## config.mk

```make
export PLATFORM = sky130hd
export DESIGN_NAME = alu_share_arbiter
export DESIGN_NICKNAME = d
export VERILOG_FILES = /design/src/rtl/alu_pkg.sv /design/src/rtl/rr_pick.sv /design/src/rtl/alu_share_arbiter.sv
export SDC_FILE = /design/constraint.sdc
export NUM_CORES = 1
export LEC_CHECK = 0
export BUFFER_PORTS_ARGS = -buffer_cell sky130_fd_sc_hd__clkbuf_2
export CORE_AREA = 4 4 108 110
export CTS_BUF_LIST = sky130_fd_sc_hd__clkbuf_8
export DETAILED_ROUTE_END_ITERATION = 16
export DIE_AREA = 0 0 112 114
export PLACE_DENSITY = 0.83
export REMOVE_ABC_BUFFERS = 1
export SLEW_MARGIN = 10
export SYNTH_ARGS = -nofsm -noshare
export SYNTH_HDL_FRONTEND = slang
export SYNTH_SLANG_ARGS = --single-unit
```

## constraint.sdc

```tcl
create_clock -name clk -period 2.7 [get_ports clk]
set_input_delay 0.675 -clock clk [delete_from_list [all_inputs] [get_ports clk]]
set_output_delay 0.675 -clock clk [all_outputs]
set_load 0.02 [all_outputs]
```

## src/rtl/alu_pkg.sv

```systemverilog
// Shared ALU definitions: control codes understood by the ALU and the
// state encoding of the arbiter that feeds it.
package alu_pkg;

    localparam logic [3:0] ALU_AND = 4'd0;
    localparam logic [3:0] ALU_OR  = 4'd1;
    localparam logic [3:0] ALU_ADD = 4'd2;
    localparam logic [3:0] ALU_SUB = 4'd6;
    localparam logic [3:0] ALU_SLT = 4'd7;
    localparam logic [3:0] ALU_NOR = 4'd12;

    typedef enum logic [1:0] {
        IDLE = 2'd0,
        EXEC = 2'd1,
        RESP = 2'd2
    } arb_state_t;

endpackage

```

## src/rtl/rr_pick.sv

```systemverilog
// Combinational round-robin picker: finds the first set valid bit at or
// after ptr, wrapping around, and reports it one-hot and as an index.
module rr_pick #(
    parameter int N  = 2,
    parameter int IW = (N > 1) ? $clog2(N) : 1
) (
    input  logic [N-1:0]  valid,
    input  logic [IW-1:0] ptr,
    output logic [N-1:0]  gnt,
    output logic [IW-1:0] idx,
    output logic          any
);

    logic [IW-1:0] cand;
    int            sum;

    // Scan candidates in priority order starting at ptr; the first hit wins.
    always_comb begin
        gnt  = '0;
        idx  = '0;
        any  = 1'b0;
        cand = '0;
        sum  = 0;
        for (int k = 0; k < N; k++) begin
            sum = int'(ptr) + k;
            if (sum >= N) begin
                sum = sum - N;
            end
            cand = IW'(sum);
            if (!any && valid[cand]) begin
                any      = 1'b1;
                gnt[cand] = 1'b1;
                idx      = cand;
            end
        end
    end

endmodule

```

## src/rtl/alu_share_arbiter.sv

```systemverilog
// Shares one combinational ALU between N_REQ requesters: round-robin grant,
// registered operands, captured result returned over valid/ready.
module alu_share_arbiter
    import alu_pkg::*;
#(
    parameter int N_REQ = 2,
    parameter int WIDTH = 32
) (
    input  logic                   clk,
    input  logic                   reset,
    input  logic [N_REQ-1:0]       req_valid,
    output logic [N_REQ-1:0]       req_ready,
    input  logic [4*N_REQ-1:0]     req_ctrl,
    input  logic [WIDTH*N_REQ-1:0] req_a,
    input  logic [WIDTH*N_REQ-1:0] req_b,
    output logic [N_REQ-1:0]       rsp_valid,
    input  logic [N_REQ-1:0]       rsp_ready,
    output logic [WIDTH-1:0]       rsp_data,
    output logic                   rsp_zero,
    output logic [3:0]             alu_ctrl,
    output logic [WIDTH-1:0]       alu_a,
    output logic [WIDTH-1:0]       alu_b,
    input  logic [WIDTH-1:0]       alu_out,
    input  logic                   alu_zero
);

    localparam int IW = (N_REQ > 1) ? $clog2(N_REQ) : 1;

    arb_state_t        state_q;
    logic [IW-1:0]     rr_ptr;
    logic [IW-1:0]     gnt_idx;
    logic [IW-1:0]     ptr_next;
    logic [IW-1:0]     pick_idx;
    logic [N_REQ-1:0]  pick_gnt;
    logic              pick_any;
    logic [3:0]        ctrl_q;
    logic [3:0]        sel_ctrl;
    logic [WIDTH-1:0]  a_q;
    logic [WIDTH-1:0]  b_q;
    logic [WIDTH-1:0]  sel_a;
    logic [WIDTH-1:0]  sel_b;
    logic [WIDTH-1:0]  res_q;
    logic              zero_q;

    rr_pick #(.N(N_REQ), .IW(IW)) u_pick (
        .valid (req_valid),
        .ptr   (rr_ptr),
        .gnt   (pick_gnt),
        .idx   (pick_idx),
        .any   (pick_any)
    );

    // The grant is one-hot, so OR-ing the masked fields selects the winner.
    always_comb begin
        sel_ctrl = '0;
        sel_a    = '0;
        sel_b    = '0;
        for (int i = 0; i < N_REQ; i++) begin
            if (pick_gnt[i]) begin
                sel_ctrl = sel_ctrl | req_ctrl[4*i +: 4];
                sel_a    = sel_a | req_a[WIDTH*i +: WIDTH];
                sel_b    = sel_b | req_b[WIDTH*i +: WIDTH];
            end
        end
    end

    always_comb begin
        rsp_valid = '0;
        if (state_q == RESP) begin
            rsp_valid[gnt_idx] = 1'b1;
        end
    end

    assign req_ready = (state_q == IDLE) ? pick_gnt : '0;
    assign ptr_next  = (gnt_idx == IW'(N_REQ - 1)) ? '0 : gnt_idx + IW'(1);
    assign rsp_data  = res_q;
    assign rsp_zero  = zero_q;
    assign alu_ctrl  = ctrl_q;
    assign alu_a     = a_q;
    assign alu_b     = b_q;

    // One operation in flight: accept in IDLE, sample the ALU in EXEC,
    // then hold the result until the granted requester takes it.
    always_ff @(posedge clk) begin
        if (reset) begin
            state_q <= IDLE;
            rr_ptr  <= '0;
            gnt_idx <= '0;
            ctrl_q  <= '0;
            a_q     <= '0;
            b_q     <= '0;
            res_q   <= '0;
            zero_q  <= 1'b0;
        end else begin
            case (state_q)
                IDLE: begin
                    if (pick_any) begin
                        ctrl_q  <= sel_ctrl;
                        a_q     <= sel_a;
                        b_q     <= sel_b;
                        gnt_idx <= pick_idx;
                        state_q <= EXEC;
                    end
                end
                EXEC: begin
                    res_q   <= alu_out;
                    zero_q  <= alu_zero;
                    state_q <= RESP;
                end
                RESP: begin
                    if (rsp_ready[gnt_idx]) begin
                        rr_ptr  <= ptr_next;
                        state_q <= IDLE;
                    end
                end
                default: state_q <= IDLE;
            endcase
        end
    end

endmodule

```

---- After elaboration in Yosys (flattened, before gate mapping) ----
Index checks and enable logic that the tools add are counted.
word-level totals
  register bits after elaboration ......... 105
  input bits .............................. 175
  output and inout bits ................... 105
  logic and storage cells ................. 69
cells by class
  $add $sub $neg .......................... 4
  $lt $le $gt $ge ......................... 8
  eq/ne operators ......................... 4
  muxes and demuxes ....................... 32
  bitwise operators ....................... 4
  reduce and logical (&&, ||, !) cells .... 9
operators with widths
  cell                   count
  $mux W32               4
  $or A32 B32 Y32        2
  $mux W1                16
  $mux W2                6
  $mux W4                2
  $lt A1 B2 Y1 const B   3
  $pmux W2 S3            1
  $reduce_and A2 Y1      3
  $logic_and A1 B1 Y1    4
  $or A4 B4 Y4           1
  $demux W1 S1           3
  $ge A1 B1 Y1 const B   3
  $add A1 B1 Y2 const B  1
  $eq A2 B1 Y1 const B   1
  $eq A2 B2 Y1 const B   1
  $ge A1 B2 Y1 const B   1
  $ge A2 B2 Y1 const B   1
  $logic_not A2 Y1       1
  $ne A2 B1 Y1 const B   1
  $ne A2 B2 Y1 const B   1
  $or A2 B2 Y2           1
  $sub A1 B1 Y1 const B  2
  $add A1 B1 Y1 const B  1
  $logic_not A1 Y1       1

---- Logic depth before layout (Yosys ltp) ----
  word-level depth ........................ 12
  mapped depth ............................ 7
  gate-level depth less buffers ........... 3

---- Hierarchy ----
A second synthesis with hierarchy kept.
second synthesis, totals
  cell total of the unflattened synthesis .. 408
  area total of the unflattened synthesis .. 4040.1 um^2
modules (own cells, without submodules)
  module             instances  cells an instance  area an instance (um^2)  seq. area each (um^2)
  alu_share_arbiter  1          403                4007.6                   2102.0
  rr_pick            1          5                  32.5                     0.0

---- Least setup slack after synthesis ----
Ideal clock, no wire load.
  path kind ............................... input to output
  start point ............................. input port req_valid[1]
  end point ............................... output port req_ready[0]
  arrival time ............................ 1.656 ns
  required time ........................... 2.025 ns
  path slack .............................. 0.369 ns
  cell stages on the path ................. 5
  buffers on the path ..................... 3
  path through ............................ buf_2 -> a21bo_2 -> buf_2 -> buf_2 -> nor2_1
between the ends
  cells in the longest elaborated chain, start to end .. 7
  elaborated cells between the ends (all ways) .. 11
  classes of those cells .................. mux: 8; bitwise: 1; reduce/logical: 2
RTL lines
  element                                      line                     RTL
  start, declared                              alu_share_arbiter.sv:11  input logic [N_REQ-1:0] req_valid,
  $mux W1 (implied by the code) (2 in series)  rr_pick.sv:30            if (!any && valid[cand]) begin
  $mux W1                                      rr_pick.sv:30
  $logic_not A1 Y1                             rr_pick.sv:30
  $logic_and A1 B1 Y1                          rr_pick.sv:30
  $mux W2 (*)                                  rr_pick.sv:30
  $mux W2 (*)                                  alu_share_arbiter.sv:74  assign req_ready = (state_q == IDLE) ? pick_gnt : '0;
  end, declared                                alu_share_arbiter.sv:12  output logic [N_REQ-1:0] req_ready,
Every way passes the cells marked *; elsewhere a longest branch is shown, timed or not. The select of a mux whose other input is x is not followed.

---- Worst setup path in the final report ----
  start point ............................. register state_q[1]
  end point ............................... output port req_ready[1]
between the ends
  cells in the longest elaborated chain, start to end .. 2
RTL lines
  element                 line                      RTL
  start, declared         alu_share_arbiter.sv:29   arb_state_t state_q;
  start signal, assigned  alu_share_arbiter.sv:86   state_q <= IDLE;
  start signal, assigned  alu_share_arbiter.sv:102  state_q <= EXEC;
  start signal, assigned  alu_share_arbiter.sv:108  state_q <= RESP;
  $logic_not A2 Y1        alu_share_arbiter.sv:74
  $mux W2                 alu_share_arbiter.sv:74
Every way passes these cells.

==> out/results.tsv <==
stage	metric	value	unit
place	dp_slack	0.4991	ns
sta	tns	0	ns
synth	synth_cell_types	32	
place	portBuffers	279	
place	placed_cells	874	
global_route	grt_usage	20.65	%
die	die_area	12770	um^2
die	die-height	114	um
die	core_area	10700	um^2
route	antenna_left	0	
final_layout	drive_gt1_share	42.13	%
global_route	antenna_found_initial	0	
sta	holdWs	0.4593	ns
pwr	power_density	638.2	nW/um^2
critical_path	end_kind	output pin	
pwr	irDropWorstVdd	0.2577	mV
clock_tree	cts.sinks	105	
synth	ys.flop_type	dfxtp_1	
die	rows	38	
route	vias	4692	
final_layout	multiInputGateArea	1902	um^2
synth	synthTopCellsByArea	dfxtp_1 48%, a21oi_1 8.5%, a32oi_1 7.6%, a211oi_1 6.5%, a221o_1 6.2%	
clock_tree	hold_buffers	0	
clock_tree	cts_tree	yes	
critical_path	start_kind	register	
clock_tree	ctsResizeCount	0	
pwr	seqPwrFrac	46.9	%
critical_path	r2r_slack	0.86	ns
run	drv_cap	0	
critical_path	worstPathMaxFanout	24	
place	gp_congestion	0.8569	
critical_path	worstPathArrival	1.62	ns
clock_tree	clk_pin_slew	0.10	ns
route	wl_per_cell	15.87	um
sta	clock.fmax	0.4363	GHz
final_layout	regArea	2102	um^2
clock_tree	cts_inserted_buffers	9	
sta	fin_ws	0.4078	ns
final_layout	finalNetCount	920	
synth	synth_top_cell_by_area	dfxtp_1	
die	ios	280	
global_route	grt_pass1_wl	21660	um
final_layout	area_growth	37.82	%
sta	relSlewSlack	33.61	%
sta	period_needed	2.292	ns
sta	finalSetupViolCount	0	
synth	ys_ff_latch	105	
synth	synth_top_area_share	48.14	%
clock_tree	postCtsSetupBuffers	0	
route	firstDrtPassIters	5	
die	initial_core_util	40.82	%
final_layout	antenna_cells	0	
synth	netlist_top_cells_count	105 x dfxtp_1, 74 x a21oi_1, 67 x nand2_1, 38 x a211oi_1, 38 x a32oi_1	
pwr	switchingPower	1.297	mW
synth	async_flop_share	0	%
place	place_hpwl	10570	um
synth	synth_edf_count	0	
pwr	p_leak	2.857	nW
pwr	comb_power_share	26.1	%
sta	final-hold-violation-count	0	
route	wirelength	14130	um
global_route	grt_pass1_vias	4386	
clock_tree	clockBufferDepth	2	
synth	post-synth-top-count-cell	dfxtp_1	
critical_path	worstSetupPathType	register to output pin	
synth	syn_avg_cell_area	8.768	um^2
clock_tree	ctsRootBufferMaster	clkbuf_8	
clock_tree	insertion_delay	0.37	ns
route	viasPerCell	5.272	
global_route	grt_max_degree	52	
sta	fin_crit_sh	84.90	%
synth	synthCells	498	
final_layout	instances_no_fill	890	
synth	ys_seq_area_share	48.14	%
sta	rsz0062_at_grt	false	
sta	fin_worst_skew	0.01966	ns
pwr	internal_power	2.544	mW
route	drtIter0Drc	366	
pwr	p_clk_share	27.0	%
synth	synth.yosys.warnings	0	
synth	synthesis.area	4367	um^2
global_route	overflow	0	
pwr	netSwitchingFraction	33.76	%
route	route.detailed.drc	0	
status	status	finished, final reports clean	
critical_path	critical_path_required	2.03	ns
sta	slew_viol_final	0	
hold_path	worstHoldPathType	register to register	
final_layout	nFillCells	1012	
die	die_x	112	um
clock_tree	cts_max_level	3	
sta	worst_pin_slew	0.9951	ns
==> logic make-up after synthesis <==
logic type | synth area share (%)
compound gates | 30.57
flops | 48.14
mux | 0.2292
buf+inv | 8.768
simple gates | 12.29
==> layout make-up <==
| cell class | count | share of cell area (%) |
|---|---|---|
| inverters | 28 | 1.746 |
| clock buffers | 9 | 2.058 |
| clock inverters | 7 | 1.476 |
| well taps | 140 | 2.911 |
| multi-input cells | 307 | 31.60 |
| flip-flops and latches | 105 | 34.93 |
| repair buffers | 294 | 25.28 |
==> flip-flops by register name, summed over array words and instances, names as in the netlist <==
name,count
alu_a,32
alu_b,32
alu_ctrl,4
gnt_idx,1
rr_ptr,1
rsp_data,32
rsp_zero,1
state_q,2
==> per-layer routing <==
layer  part of all wire [%]  global-route usage (%)  vias up
met2                     49                   35.53      218
li1                       -                       -     2330
met5                      0                       0        -
met3                    9.4                   5.411       22
met1                     40                   24.92     2122
met4                    2.1                   7.692        0
==> power groups by stage <==
stage,clock [mW],combinational [mW],sequential (mW)
after floorplan,0,0.368,2.01
after global placement,0,1.00,1.83
after detailed placement,0,1.01,1.83
after CTS,1.07,1.01,1.80
after global routing,1.13,1.10,1.82
final,1.04,1.00,1.80
==> stage by stage <==
step | power, mW | utilization [%] | area [um^2]
finish | 3.841 | 56.26 | 6018
detailed placement | 2.847 | 54.27 | 5806
global placement | 2.835 | 54.27 | 5806
floorplan | 2.379 | - | 4089
global route | 4.047 | 56.26 | 6018
CTS | 3.886 | 56.26 | 6018
==> cells in the final DEF (no fill, tap or decap), drive strengths merged <==
master,Yosys,routed
a211oi,38,38
a21bo,1,1
a21boi,1,1
a21oi,75,75
a221o,27,27
a31oi,3,3
a32oi,38,38
and3b,2,2
and4b,1,1
buf,21,15
bufinv,0,1
clkbuf,37,288
clkinv,0,3
dfxtp,105,105
inv,28,31
mux2i,1,1
nand2,67,67
nand2b,2,2
nand3,1,1
nand3b,2,2
nand4,6,6
nor2,4,4
nor2b,1,1
nor3,28,28
nor3b,1,1
o21ai,4,4
o21bai,1,1
or2,2,2
or3,1,1
==> worst max-delay path, stage by stage, from the launching register on <==
cell and delay (ns):
dfxtp_1 0.43, nor2_4 0.17, buf_4 0.28, nand3_1 0.14, inv_1 0.07, clkbuf_2 0.17
==> path summary, 6_finish.rpt <==
| path | startpoint | end | cells past startpoint |
|---|---|---|---|
| setup / recovery | state_q[1]$_SDFFE_PP0P_ | req_ready[1] | 5 |
| hold / removal | rsp_data[6]$_SDFFE_PP0N_ | rsp_data[6]$_SDFFE_PP0N_ | 2 |
| setup reg to reg | rr_ptr$_SDFFE_PP0P_ | alu_a[29]$_SDFFE_PP0P_ | 3 |
| hold reg to reg | rsp_data[6]$_SDFFE_PP0N_ | rsp_data[6]$_SDFFE_PP0N_ | 2 |
Note: power is estimated with default switching activity, not from simulation.
